===== src/rtl/sparc_pkg.sv =====
// Shared SPARC V8 sequencing definitions: FSM states, format-2 Bicc decode fields, cond codes.
package sparc_pkg;

  typedef enum logic {RUN, RESOLVE} seq_state_t;

  localparam logic [1:0] OP_FMT2  = 2'b00;
  localparam logic [2:0] OP2_BICC = 3'b010;

  localparam logic [3:0] COND_BN = 4'b0000;
  localparam logic [3:0] COND_BA = 4'b1000;

  function automatic logic is_bicc(input logic [1:0] op, input logic [2:0] op2);
    return (op == OP_FMT2) && (op2 == OP2_BICC);
  endfunction

endpackage


===== src/rtl/branch_target_adder.sv =====
// Bicc target: pc + (sign-extended disp22 << 2), wrapping mod 2^32.
// Purely combinational, no flow control.
module branch_target_adder (
  input  logic [31:0] base_pc,
  input  logic [21:0] disp22,
  output logic [31:0] target
);

  assign target = base_pc + {{8{disp22[21]}}, disp22, 2'b00};

endmodule


===== src/rtl/branch_sequencer.sv =====
// SPARC V8 PC/nPC sequencer for Bicc with delay-slot annulment; commits one edge after step (done).
// Steps during RESOLVE are dropped. Optional taken/annulled counters under BRANCH_STATS_EN.
module branch_sequencer
  import sparc_pkg::*;
#(
  parameter logic [31:0] RESET_PC  = 32'h0000_0000,
  parameter logic [31:0] RESET_NPC = 32'h0000_0004
) (
  input  logic        Clk,
  input  logic        RESET,
  input  logic        step,
  input  logic [1:0]  ir_op,
  input  logic [2:0]  ir_op2,
  input  logic        ir_a,
  input  logic [21:0] ir_disp22,
  input  logic        cond,
  input  logic        ba,
  input  logic        bn,
`ifdef BRANCH_STATS_EN
  output logic [31:0] stat_taken,
  output logic [31:0] stat_annulled,
`endif
  output logic [31:0] pc,
  output logic [31:0] npc,
  output logic        annul_slot,
  output logic        taken,
  output logic        done
);

  seq_state_t  state_q, state_d;
  logic [31:0] pc_q, pc_d, npc_q, npc_d;
  logic        annul_q, annul_d, taken_q, taken_d, done_q, done_d;

  logic        s_bicc, s_a, s_cond, s_ba, s_bn;
  logic [21:0] s_disp;
  logic [31:0] target;

  // pc is stable through RESOLVE, so the target can be formed from the live pc.
  branch_target_adder u_target (
    .base_pc (pc_q),
    .disp22  (s_disp),
    .target  (target)
  );

  always_ff @(posedge Clk) begin
    if (RESET) begin
      state_q <= RUN;
      pc_q    <= RESET_PC;
      npc_q   <= RESET_NPC;
      annul_q <= 1'b0;
      taken_q <= 1'b0;
      done_q  <= 1'b0;
      s_bicc  <= 1'b0;
      s_a     <= 1'b0;
      s_cond  <= 1'b0;
      s_ba    <= 1'b0;
      s_bn    <= 1'b0;
      s_disp  <= '0;
    end else begin
      state_q <= state_d;
      pc_q    <= pc_d;
      npc_q   <= npc_d;
      annul_q <= annul_d;
      taken_q <= taken_d;
      done_q  <= done_d;
      if (state_q == RUN && step) begin
        s_bicc <= is_bicc(ir_op, ir_op2);
        s_a    <= ir_a;
        s_cond <= cond;
        s_ba   <= ba;
        s_bn   <= bn;
        s_disp <= ir_disp22;
      end
    end
  end

  always_comb begin
    state_d = state_q;
    pc_d    = pc_q;
    npc_d   = npc_q;
    annul_d = annul_q;
    taken_d = 1'b0;
    done_d  = 1'b0;
    case (state_q)
      RUN: begin
        if (step) state_d = RESOLVE;
      end
      RESOLVE: begin
        state_d = RUN;
        done_d  = 1'b1;
        pc_d    = npc_q;
        npc_d   = npc_q + 32'd4;
        annul_d = 1'b0;
        // A squashed slot ignores its own fields entirely.
        if (!annul_q && s_bicc) begin
          if (s_cond && !s_bn) begin
            npc_d   = target;
            taken_d = 1'b1;
            annul_d = s_ba && s_a;
          end else begin
            annul_d = s_a;
          end
        end
      end
      default: state_d = RUN;
    endcase
  end

  assign pc         = pc_q;
  assign npc        = npc_q;
  assign annul_slot = annul_q;
  assign taken      = taken_q;
  assign done       = done_q;

`ifdef BRANCH_STATS_EN
  logic [31:0] cnt_taken_q, cnt_annul_q;

  always_ff @(posedge Clk) begin
    if (RESET) begin
      cnt_taken_q <= '0;
      cnt_annul_q <= '0;
    end else if (state_q == RESOLVE) begin
      if (taken_d && cnt_taken_q != 32'hFFFF_FFFF) cnt_taken_q <= cnt_taken_q + 32'd1;
      if (annul_q && cnt_annul_q != 32'hFFFF_FFFF) cnt_annul_q <= cnt_annul_q + 32'd1;
    end
  end

  assign stat_taken    = cnt_taken_q;
  assign stat_annulled = cnt_annul_q;
`endif

endmodule


===== config.mk =====
export PLATFORM = sky130hd
export DESIGN_NAME = branch_sequencer
export DESIGN_NICKNAME = d
export VERILOG_FILES = /design/src/rtl/sparc_pkg.sv /design/src/rtl/branch_target_adder.sv /design/src/rtl/branch_sequencer.sv
export SDC_FILE = /design/constraint.sdc
export NUM_CORES = 1
export LEC_CHECK = 0
export ABC_AREA = 1
export BUFFER_PORTS_ARGS = -buffer_cell sky130_fd_sc_hd__buf_2
export CAP_MARGIN = 40
export CORE_MARGIN = 5
export CORE_UTILIZATION = 58
export DETAILED_ROUTE_END_ITERATION = 6
export GPL_TIMING_DRIVEN = 0
export PLACE_DENSITY = 0.87
export SLEW_MARGIN = 20
export SYNTH_ARGS = -nofsm -noshare
export SYNTH_HDL_FRONTEND = slang
export SYNTH_SLANG_ARGS = --single-unit

===== constraint.sdc =====
create_clock -name Clk -period 2.3 [get_ports Clk]
set_clock_uncertainty 0.15 [all_clocks]
set_input_delay 0.46 -clock Clk [delete_from_list [all_inputs] [get_ports Clk]]
set_output_delay 0.46 -clock Clk [all_outputs]
set_load 0.005 [all_outputs]

==> impl_metrics.csv <==
group,metric,value,unit
outcome,status,"complete, no violations",
die,die_w,114,um
power_and_ir_drop,p_seq_share,55.9,%
global_route,grt_max_degree,15,
layout,fin_nets,1208,
place,dpl_cell_area,6940,um2
yosys,synth_warnings,0,
place,routabilityCongestion,1.04,
critical_path,worst_r2r_startpoint,"pc[2]",
critical_path,critPathMaxStageDelay,0.36,ns
critical_path,crit_chain,"ha_2 > fa_2 > nand3_2 > nand3_4 > nand2_2 > nand2_1 > nand2_1 > nand2_2 > nand2_2 > nand2_1 > nand2_1 > nand3_2 > nand2_1 > nand2_1 > nand2_1",
yosys,synth.distinct_cells,41,
die,row_count,38,
route,drc,0,
clocking,clkTransAtPathRegs,0.10,ns
hold_path,hold_depth,2,
sta,slew_viol_final,0,
critical_path,required,2.47,ns
die,ios,101,
yosys,netlist.area_leader.share,30.3,%
route,routed_wl,20.4,mm
global_route,grt_pass1_wl,32.0,mm
sta,tns,0,ns
layout,area_growth,15.3,%
hold_path,worst_hold_path_type,"input pin to register",
die,die_h,114,um
route,dr_total_vias,6901,
critical_path,r2r_slack,0.08,ns
clocking,clkSinkCount,95,
yosys,syn_area_per_cell,6.09,um2
layout,final_common_cell,"nand2_1",
clocking,htreeDepth,3,
critical_path,worstPathMaxFanout,5,
global_route,grt_pass1_vias,6364,
die,coreArea,10700,um2
clocking,cts_buffer_depth,2,
global_route,antenna_found_initial,1,
route,routedWlPerCell,15.8,um
layout,layout_common_cells,"332 x nand2_1, 146 x inv_1, 110 x nor2_1",
hold_path,hold_path_end,"state_q",
critical_path,crit_arrival,2.38,ns
critical_path,crit_path_frequent_cell,"nand2_1",
sta,post-route-period-util,96.3,%
power_and_ir_drop,power_switching,0.000859,W
power_and_ir_drop,switching_share,27.9,%
clocking,clock-root-buffer,"clkbuf_8",
die,start_util,58.6,%
power_and_ir_drop,p_clk_share,33.1,%
layout,final_area,7230,um2
die,dieArea,13000,um2
power_and_ir_drop,internal-power,0.00222,W
global_route,grtUsageTotal,31.3,%
sta,finalSetupViolations,0,
yosys,synth_area_leader_cell,"dfxtp_1",
sta,hold_viol_final,0,
yosys,ys_ff_latch,95,
critical_path,reg2reg_depth,15,
sta,period_minus_slack,2.22,ns
clocking,numCtsBuffers,9,
critical_path,r2r-end,"npc[24]",
flow_run,cap_violations,0,
clocking,insertion_delay,0.38,ns
critical_path,critPathLaunchType,"register",
place,port_buffers,100,
yosys,netlist_instances,1030,
layout,drive_above_1_share,15.2,%
hold_path,min_from,"RESET",
yosys,synth_nets,1095,
power_and_ir_drop,power_density,426,nW/um2
route,avgViaCountPerCell,5.36,
sta,tightestPinTransition,0.751,ns
power_and_ir_drop,power_frac_comb,11.0,%
clocking,ctsHoldBuffers,0,
route,drtPass1Iterations,5,
critical_path,critPathCaptureType,"register",
layout,antenna_cells,0,
sta,max_freq,451,MHz
route,drt_iter0_markers,669,
critical_path,crit_type,"register to register",
yosys,synth_area_leaders,"dfxtp_1 30%, nand2_1 21%, inv_1 8.7%, o21ai_0 7.2%, nor2_1 6.7%",
clocking,cts_tree,"yes",
sta,hold_ws,0.157,ns
route,ant_nets,0,
place,dp_hpwl,16.2,mm
power_and_ir_drop,peakVddDrop,0.554,mV
sta,slew_headroom,49.7,%
power_and_ir_drop,p_leak,3.70,nW
critical_path,cpMaxStageDelayCell,"fa_2",
yosys,netlist_area,6270,um2
global_route,gr-total-overflow,0,
yosys,synth-seq-area-share,30.3,%
-- per-layer routing --
metal / up-vias / wire [um] / global-route usage (%)
li1: 3454 / - / -
met1: 3098 / 8670 / 41.0
met2: 304 / 9400 / 51.3
met3: 43 / 1750 / 6.31
met4: 2 / 528 / 11.2
met5: - / 7 / 0
-- final cells by class --
cell class | instances | area, um2
Fill cell | 1087 | 3470
Clock inverter | 3 | 20.0
Inverter | 149 | 559
Timing Repair Buffer | 102 | 515
Multi-Input combinational cell | 761 | 3800
Tap cell | 140 | 175
Buffer | 25 | 106
Sequential cell | 95 | 1910
Clock buffer | 12 | 145
-- critical path: cells and delay by family (launching register included) --
family,cells,cell delay [ns]
simple gates,13,1.09
fa+ha+maj,2,0.56
flops,1,0.34
-- power by group through the flow --
stage               Sequential (W)  Combinational, W  Clock, W
floorplan                  0.00175          0.000212         0
finish                     0.00172          0.000338   0.00102
CTS                        0.00172          0.000327   0.00103
global placement           0.00176          0.000314         0
global route               0.00173          0.000376   0.00110
detailed placement         0.00176          0.000324         0
-- state kept, by name (all words and copies together) (netlist names) --
| register | flops |
|---|---|
| s_disp | 22 |
| state_q | 1 |
| taken | 1 |
| s_bn | 1 |
| s_ba | 1 |
| pc | 32 |
| s_cond | 1 |
| annul_slot | 1 |
| s_bicc | 1 |
| done | 1 |
| npc | 32 |
| s_a | 1 |
-- timing repair --
item,4_1_cts,5_1_grt
setup buffers,1,1
resized for setup,5,29
pin swaps,1,3
endpoints found under the setup margin,8,13
gates cloned,0,0
-- through the flow --
step                instances  setup slack [ns]  power, W  util [%]
floorplan                1030             0.288   0.00196         -
global placement         1270            -0.165   0.00207      64.9
detailed placement       1270            -0.186   0.00208      64.9
CTS                      1286            0.0246   0.00307      66.7
global route             1287           -0.0247   0.00320      67.5
finish                   1287            0.0846   0.00308      67.5
-- kinds of logic after synthesis --
logic type / Yosys count / share of synthesized area (%)
AOI/OAI and AO/OA: 148 / 12.5
xor gates and xnor gates: 21 / 2.93
adders and majority gates: 31 / 6.31
buffers and inverters: 174 / 10.6
DFF: 95 / 30.3
and+or+nand+nor: 561 / 37.3
-- Yosys cell counts --
cell type / count
nand2_1: 343
inv_1: 146
nor2_1: 112
dfxtp_1: 95
o21ai_0: 90
nand3_1: 56
a21oi_1: 35
ha_1: 30
clkbuf_1: 19
xor2_1: 19
nor3_1: 15
nand4_1: 6
nor2_4: 6
o22ai_1: 6
buf_2: 4
nand2_2: 4
o21ai_1: 4
and2_1: 3
inv_2: 3
o211ai_1: 3
o21bai_1: 3
a21o_1: 2
nand3_2: 2
nand3b_1: 2
nor2_2: 2
nor3_2: 2
nor3b_1: 2
nor4_1: 2
xnor2_1: 2
a22o_1: 1
a22oi_1: 1
a31o_2: 1
and3_1: 1
buf_1: 1
buf_6: 1
fa_1: 1
nand2_4: 1
o21a_1: 1
o2bb2ai_1: 1
or2_1: 1
or2_2: 1
-- how the worst max path moves through the flow --
stage | slack (ns) | end | startpoint | cells past startpoint
6_report | 0.08 | npc[24] | pc[2] | 15
2_1_floorplan | 0.29 | npc[24] | pc[2] | 14
4_1_cts | 0.02 | npc[24] | pc[2] | 15
3_3_place_gp | -0.17 | npc[24] | pc[2] | 15
5_1_grt | -0.02 | npc[24] | pc[2] | 15
3_5_place_dp | -0.19 | npc[24] | pc[2] | 15
Note: power is estimated with default switching activity, not from simulation.
